### src/rtl/parity_frame_receiver.sv
// parity_frame_receiver: deserialises start/data/parity/stop frames and flags parity and stop-bit errors
// Ports: clk, rst (sync, active-high), serial_in (idles high), data_out (last byte, held),
//   data_valid (1-cycle pulse), parity_error / frame_error (held with data_out), busy (state != IDLE),
//   err_count (only with PFR_ERR_COUNT_EN: saturating count of errored frames).
module parity_frame_receiver #(
   parameter int DATA_W       = 8,
   parameter int CLKS_PER_BIT = 4,
   parameter int PARITY_ODD   = 0
) (
   input  logic              clk,
   input  logic              rst,
   input  logic              serial_in,
   output logic [DATA_W-1:0] data_out,
   output logic              data_valid,
   output logic              parity_error,
   output logic              frame_error,
   output logic              busy
`ifdef PFR_ERR_COUNT_EN
   ,output logic [7:0]       err_count
`endif
);
   localparam int CW = $clog2(CLKS_PER_BIT);
   localparam int BW = $clog2(DATA_W + 1);
   typedef enum logic [2:0] {IDLE, START, DATA, PARITY, STOP, BREAK_WAIT} state_t;
   state_t            state, state_n;
   logic [CW-1:0]     cyc;
   logic [BW-1:0]     bits;
   logic [DATA_W-1:0] shreg;
   logic              par_err_q;
   logic              tick;
   // the start bit is sampled half a bit in; every later sample is a full bit after the previous one
   always_comb begin
      tick = (state == START) ? (cyc == CW'(CLKS_PER_BIT/2 - 1)) : (cyc == CW'(CLKS_PER_BIT - 1));
      state_n = state;
      case (state)
         IDLE:       state_n = serial_in ? IDLE : START;
         START:      state_n = !tick ? START : serial_in ? IDLE : DATA;
         DATA:       state_n = (tick && bits == BW'(DATA_W - 1)) ? PARITY : DATA;
         PARITY:     state_n = tick ? STOP : PARITY;
         STOP:       state_n = !tick ? STOP : serial_in ? IDLE : BREAK_WAIT;
         BREAK_WAIT: state_n = serial_in ? IDLE : BREAK_WAIT;
         default:    state_n = IDLE;
      endcase
   end
   assign busy = state != IDLE;
   always_ff @(posedge clk) begin
      if (rst) begin
         state        <= IDLE;
         cyc          <= '0;
         bits         <= '0;
         shreg        <= '0;
         par_err_q    <= 1'b0;
         data_out     <= '0;
         data_valid   <= 1'b0;
         parity_error <= 1'b0;
         frame_error  <= 1'b0;
`ifdef PFR_ERR_COUNT_EN
         err_count    <= '0;
`endif
      end else begin
         state      <= state_n;
         data_valid <= 1'b0;
         cyc        <= (state == IDLE || state == BREAK_WAIT || tick) ? '0 : cyc + CW'(1);
         if (state == IDLE) bits <= '0;
         // LSB arrives first, so after DATA_W right-shifts bit i sits in shreg[i]
         if (state == DATA && tick) begin
            shreg <= {serial_in, shreg[DATA_W-1:1]};
            bits  <= bits + BW'(1);
         end
         if (state == PARITY && tick) par_err_q <= (^shreg ^ serial_in) != 1'(PARITY_ODD);
         if (state == STOP && tick) begin
            data_out     <= shreg;
            parity_error <= par_err_q;
            frame_error  <= ~serial_in;
            data_valid   <= 1'b1;
`ifdef PFR_ERR_COUNT_EN
            if ((par_err_q || !serial_in) && err_count != 8'hFF) err_count <= err_count + 8'd1;
`endif
         end
      end
   end
endmodule

### config.mk
export PLATFORM = sky130hd
export DESIGN_NAME = parity_frame_receiver
export DESIGN_NICKNAME = d
export VERILOG_FILES = /design/src/rtl/parity_frame_receiver.sv
export SDC_FILE = /design/constraint.sdc
export NUM_CORES = 1
export LEC_CHECK = 0
export CAP_MARGIN = 30
export CORE_ASPECT_RATIO = 1.25
export CORE_MARGIN = 5
export CORE_UTILIZATION = 55
export DETAILED_ROUTE_END_ITERATION = 10
export GPL_TIMING_DRIVEN = 0
export PLACE_DENSITY = 0.83
export SLEW_MARGIN = 10
export SYNTH_ARGS = -nofsm -noshare
export SYNTH_HDL_FRONTEND = slang
export SYNTH_SLANG_ARGS = --single-unit
### constraint.sdc
create_clock -name clk -period 3.65 [get_ports clk]
set_input_delay 1.095 -clock clk [delete_from_list [all_inputs] [get_ports clk]]
set_output_delay 1.095 -clock clk [all_outputs]
set_load 0.02 [all_outputs]
==> impl_metrics.tcl, run 1 <==
set metrics [dict create \
    viasPerCell 5.49 \
    clk_latency_ns 0.33 \
    firstDrtPassIters 4 \
    area_delta_synth_final_pct 18.3 \
    slew_headroom_pct 70.0 \
    fill_cells 188 \
    rows 19 \
    drive_gt1_share_pct 9.70 \
    cts_sinks 29 \
    grt_pass1_vias 1056 \
    cts_max_level 2 \
    cts_setup_buffers 0 \
    peakVddDrop_mv 0.269 \
    numCtsBuffers 5 \
    crit_path_start_kind "register" \
    drc 0 \
    antennaDiodeCount 0 \
    ys_seq_area_share_pct 45.4 \
    syn_area_um2 1280 \
    syn_nets 148 \
    cp_cell_sequence "inv_1 > nand2_1 > clkdlybuf4s50_1" \
    placement.io_buffers 14 \
    hold_depth 2 \
    multiInputGateArea_um2 644 \
    globalRouteOverflowTotal 0 \
    clock-skew-final_ns 0.00531 \
    vias 1076 \
    min_period_ns 2.81 \
    hp-class "register to register" \
    cp_max_fo 7 \
    grt_max_degree 11 \
    end_kind "output pin" \
    powerDensity_nw_per_um2 367 \
    core_um2 2210 \
    finalMaxSlewViolations 0 \
    cts_tree "done" \
    die_h_um 63.9 \
    final_common_cell "dfxtp_1" \
    ioPinCount 15 \
    area.sequential_um2 581 \
    place_congestion 0.876 \
    crit_required_ns 2.55 \
    grtUsageTotal_pct 18.2 \
    clk_pin_slew_ns 0.08 \
    grt_pass1_wl_mm 4.56 \
    syn_inst 144 \
    utilization_pct 68.4 \
    fin_crit_sh_pct 77.0 \
    grt_antenna_before_repair 0 \
    nets 169 \
    cts_root_buffer "clkbuf_4" \
    mostFrequentLayoutCells "dfxtp_1 (29), nand2_1 (23), a21oi_1 (17)" \
    reg2regPathDepth 6 \
    ant_nets 0 \
    status "finished, final reports clean" \
    synth-seq-cells 29 \
    max_clock_freq_mhz 356 \
    dp_hpwl_mm 1.83 \
    p_leak_nw 0.523 \
    yosysUniqueCellTypes 37 \
    arrival_ns 1.72 \
    slowest_delay_ns 0.60 \
    ys_warn_count 0 \
    setup_viol 0 \
    drt_iter0_drc 26 \
    die_x_um 53.1 \
    cts_buffer_depth 2 \
    drt-total-wl_mm 2.52 \
    hold_buffers 0 \
    avgSynthCellArea_um2 8.87 \
    critPathKind "register to output pin" \
    wire_per_inst_um 12.9 \
    rsz0062_at_grt "no" \
    cpMaxStageDelayCell "clkdlybuf4s50_1" \
    hold_violations 0 \
    maxCapViolCount 0 \
    die_area_um2 3390 \
    cts_resized 0 \
    tightest_slew_ns 0.450 \
    start_util_pct 57.8 \
    tns_ns 0 \
]
## synth_stat cells, drive strengths merged
master	number	area share (%)
a2111oi	2	1.4
a211oi	1	0.59
a21oi	17	6.7
a221oi	1	1.2
a31oi	1	0.49
a41oi	1	0.69
and2	2	0.98
and3	1	0.49
buf	6	2.6
clkbuf	2	0.59
dfxtp	29	45
ha	1	0.98
inv	3	0.88
mux2i	10	7.8
nand2	24	7.2
nand2b	1	0.49
nand3	5	2.0
nand3b	1	0.59
nand4b	1	0.69
nor2	14	4.3
nor2b	1	0.49
nor3	2	0.78
nor4	1	0.49
nor4b	1	1.2
o211ai	1	0.59
o21a	1	0.59
o21ai	5	2.0
o32a	1	0.78
or2	3	1.5
xnor2	2	1.4
xnor3	2	3.5
xor2	1	0.69
## sequential cells by signal, indices dropped and copies added (netlist names)
name and flops:
bits 4, data_out 8, state 3, frame_error 1, shreg 8, data_valid 1, parity_error 1, cyc 2
par_err_q 1
## logic make-up after synthesis
family	after synthesis	synth area share (%)
simple gates	57	21.2
xor+xnor	5	5.58
flops	29	45.4
mux	10	7.84
compound gates	31	14.9
fa+ha+maj	1	0.979
buf+inv	11	4.11
## final timing paths
| path | start | to | slack (ns) |
|---|---|---|---|
| setup / recovery | state[1] | busy | 0.84 |
| setup reg to reg | cyc[0] | parity_error | 2.10 |
| hold reg to reg | shreg[0] | shreg[0] | 0.49 |
| hold / removal | shreg[0] | shreg[0] | 0.49 |
## layer usage
layer	vias up	GRT usage, %	routed length (um)
met3	6	6.74	139
met2	24	29.2	1280
met4	0	9.58	63
li1	541	-	-
met1	505	20.7	1040
met5	-	0	0
## layout make-up
type,count,share of cell area (%)
Inverter,3,0.745
Multi-Input combinational cell,104,42.6
Clock buffer,7,3.64
Timing Repair Buffer,14,9.27
Buffer,8,2.73
Sequential cell,29,38.4
Tap cell,31,2.57
## critical path, delay by kind of cell, from the launching register on
kind / cells / cell delay [ns]
buffers and inverters: 2 / 0.78
DFF: 1 / 0.48
and+or+nand+nor: 1 / 0.12
## report_power, final
| part | total, mW | internal (mW) | switching, mW | leakage [nW] |
|---|---|---|---|---|
| Clock | 0.195 | 0.0906 | 0.105 | 0.0314 |
| Combinational | 0.0393 | 0.0157 | 0.0236 | 0.258 |
| Sequential | 0.320 | 0.318 | 0.00143 | 0.234 |
## metrics by stage
| stage | cells | hold WS [ns] | instance area (um2) | power [mW] | setup WS [ns] |
|---|---|---|---|---|---|
| global placement | 189 | 0.468 | 1460 | 0.366 | 1.02 |
| detailed placement | 189 | 0.479 | 1460 | 0.367 | 1.01 |
| CTS | 196 | 0.492 | 1510 | 0.563 | 0.833 |
| finish | 196 | 0.492 | 1510 | 0.554 | 0.840 |
| floorplan | 144 | 0.440 | 1280 | 0.355 | 1.75 |
| global route | 196 | 0.527 | 1510 | 0.582 | 0.724 |
Note: power is estimated with default switching activity, not from simulation.
==> run 2, diff against run 1 <==
--- a/config.mk
+++ b/config.mk
@@ -8,10 +8,10 @@
 export CAP_MARGIN = 30
 export CORE_ASPECT_RATIO = 1.25
 export CORE_MARGIN = 5
-export CORE_UTILIZATION = 55
+export CORE_UTILIZATION = 48
 export DETAILED_ROUTE_END_ITERATION = 10
 export GPL_TIMING_DRIVEN = 0
-export PLACE_DENSITY = 0.83
+export PLACE_DENSITY = 0.77
 export SLEW_MARGIN = 10
 export SYNTH_ARGS = -nofsm -noshare
 export SYNTH_HDL_FRONTEND = slang
==> constraint.sdc (replaced) <==
create_clock -name clk -period 2.2 [get_ports clk]
set_input_delay 0.66 -clock clk [delete_from_list [all_inputs] [get_ports clk]]
set_output_delay 0.66 -clock clk [all_outputs]
set_load 0.02 [all_outputs]
==> run 2 against run 1 <==
  * Die area increased by 12%
  * Combinational power rose by 63%
  * Sequential share of layout area is essentially flat
  * Total power increased by 64%
  * Routed wire length down 0.67%
  * Non-clock buffer count unchanged
  * Largest cell class unchanged
  * Sequential cell count stayed put
  * Core utilization shrank 11 points
==> impl_metrics.tcl, run 2 (synthesized netlist as in run 1, its figures left out) <==
set metrics [dict create \
    start_util_pct 48.6 \
    final_common_cell "dfxtp_1" \
    clock-skew-final_ns 0.0128 \
    slowest_delay_ns 0.33 \
    path_buf_inv 2 \
    rows 21 \
    cts_tree "done" \
    hold_violations 0 \
    grt_max_degree 11 \
    drt_iter0_drc 24 \
    final_area_um2 1520 \
    tns_ns 0 \
    cts_root_buffer "clkbuf_4" \
    ioPinCount 15 \
    p_leak_nw 0.526 \
    drive_gt1_share_pct 11.4 \
    die_h_um 67.7 \
    reg_top3 "data_out (8), shreg (8), bits (4)" \
    ant_nets 0 \
    grtUsageTotal_pct 14.8 \
    grt_antenna_before_repair 0 \
    fin_crit_sh_pct 95.9 \
    slew_headroom_pct 69.1 \
    numCtsBuffers 5 \
    area_delta_synth_final_pct 18.6 \
    die_x_um 56.1 \
    cts_max_level 2 \
    utilization_pct 57.7 \
    cts_buffer_depth 2 \
    clk_pin_slew_ns 0.10 \
    drc 0 \
    die_area_um2 3800 \
    maxCapViolCount 0 \
    cts_setup_buffers 0 \
    clk_latency_ns 0.34 \
    max_clock_freq_mhz 474 \
    peakVddDrop_mv 0.493 \
    dp_hpwl_mm 1.79 \
    cpMaxStageDelayCell "dlygate4sd2_1" \
    crit_path_start_kind "register" \
    firstDrtPassIters 4 \
    cp_cell_sequence "buf_2 > nor2_2 > nand2_1 > dlygate4sd2_1" \
    cts_sinks 29 \
    powerDensity_nw_per_um2 601 \
    postPlaceCellArea_um2 1460 \
    r2r_slack_ns 0.64 \
    finalMaxSlewViolations 0 \
    fill_cells 250 \
    grt_pass1_vias 1025 \
    core_um2 2630 \
    end_kind "output pin" \
    wire_per_inst_um 12.5 \
    setup_viol 0 \
    rsz0062_at_grt "no" \
    crit_required_ns 1.54 \
    mostFrequentLayoutCells "dfxtp_1 (28), nand2_1 (23), a21oi_1 (17)" \
    hp-class "register to register" \
    globalRouteOverflowTotal 0 \
    min_period_ns 2.11 \
    viasPerCell 5.39 \
    drt-total-wl_mm 2.51 \
    place_congestion 0.892 \
    placement.io_buffers 14 \
    vias 1077 \
    critPathTopFamily "buffers and inverters" \
    antennaDiodeCount 0 \
    cp_max_fo 10 \
    arrival_ns 1.45 \
    nets 169 \
    critPathKind "register to output pin" \
    status "finished, final reports clean" \
    grt_pass1_wl_mm 4.26 \
    finalPower_uw 911 \
    tightest_slew_ns 0.464 \
]
==> run 2: stage by stage <==
step           worst slack, ns  hold slack (ns)  instances
5_1_grt                0.00307            0.517        200
3_5_place_dp          0.000919            0.482        192
3_3_place_gp            0.0394            0.464        192
6_report                0.0892            0.493        200
2_1_floorplan            0.735            0.440        144
4_1_cts                 0.0759            0.498        200
==> run 2: timing repair <==
item,CTS,global route
resized for setup,2,0
hold buffers,0,0
endpoints found under the setup margin,1,0
==> run 2: worst register-to-register path: stages (launching register included) <==
cell and delay (ns):
dfxtp_1 0.31, buf_2 0.17, nand2_1 0.11, nor4b_2 0.32
buf_4 0.28, mux2i_1 0.22, nor2_1 0.05
==> run 2: metal layers <==
metal  vias to the layer above  wire length [um]  global-route usage, %
met1                       505              1100                   15.0
met3                         8               106                   4.78
met2                        25              1220                   25.6
met4                         0                75                   11.3
li1                        539                 -                      -
met5                         -                 0                      0
==> run 2: final timing paths <==
kind                                from           to  depth (start not counted)
worst max-delay path            state[2]         busy                          4
worst min-delay path             bits[3]      bits[3]                          1
worst max register to register    cyc[0]  data_out[0]                          6
worst min register to register   bits[3]      bits[3]                          1
==> run 2: layout make-up <==
cell class | instances | area, um2 | area share, %
Multi-Input combinational cell | 104 | 644 | 42.5
Clock buffer | 5 | 37.5 | 2.48
Tap cell | 34 | 42.5 | 2.81
Timing Repair Buffer | 14 | 139 | 9.17
Sequential cell | 29 | 582 | 38.4
Inverter | 3 | 11.3 | 0.743
Buffer | 8 | 41.3 | 2.73
Clock inverter | 3 | 17.5 | 1.16
==> run 2: power by group <==
| part | total [mW] | internal [mW] | switching, mW |
|---|---|---|---|
| registers | 0.531 | 0.529 | 0.00228 |
| clock network | 0.316 | 0.120 | 0.196 |
| logic | 0.0639 | 0.0244 | 0.0395 |
| total | 0.911 | 0.673 | 0.238 |
==> run 3, diff against run 2 <==
--- a/config.mk
+++ b/config.mk
@@ -9,6 +9,7 @@
 export CORE_ASPECT_RATIO = 1.25
 export CORE_MARGIN = 5
 export CORE_UTILIZATION = 48
+export CTS_CLUSTER_DIAMETER = 100
 export DETAILED_ROUTE_END_ITERATION = 10
 export GPL_TIMING_DRIVEN = 0
 export PLACE_DENSITY = 0.77
==> results of run 3 <==
The final DEF is identical to that of run 2; final timing and power are the same.
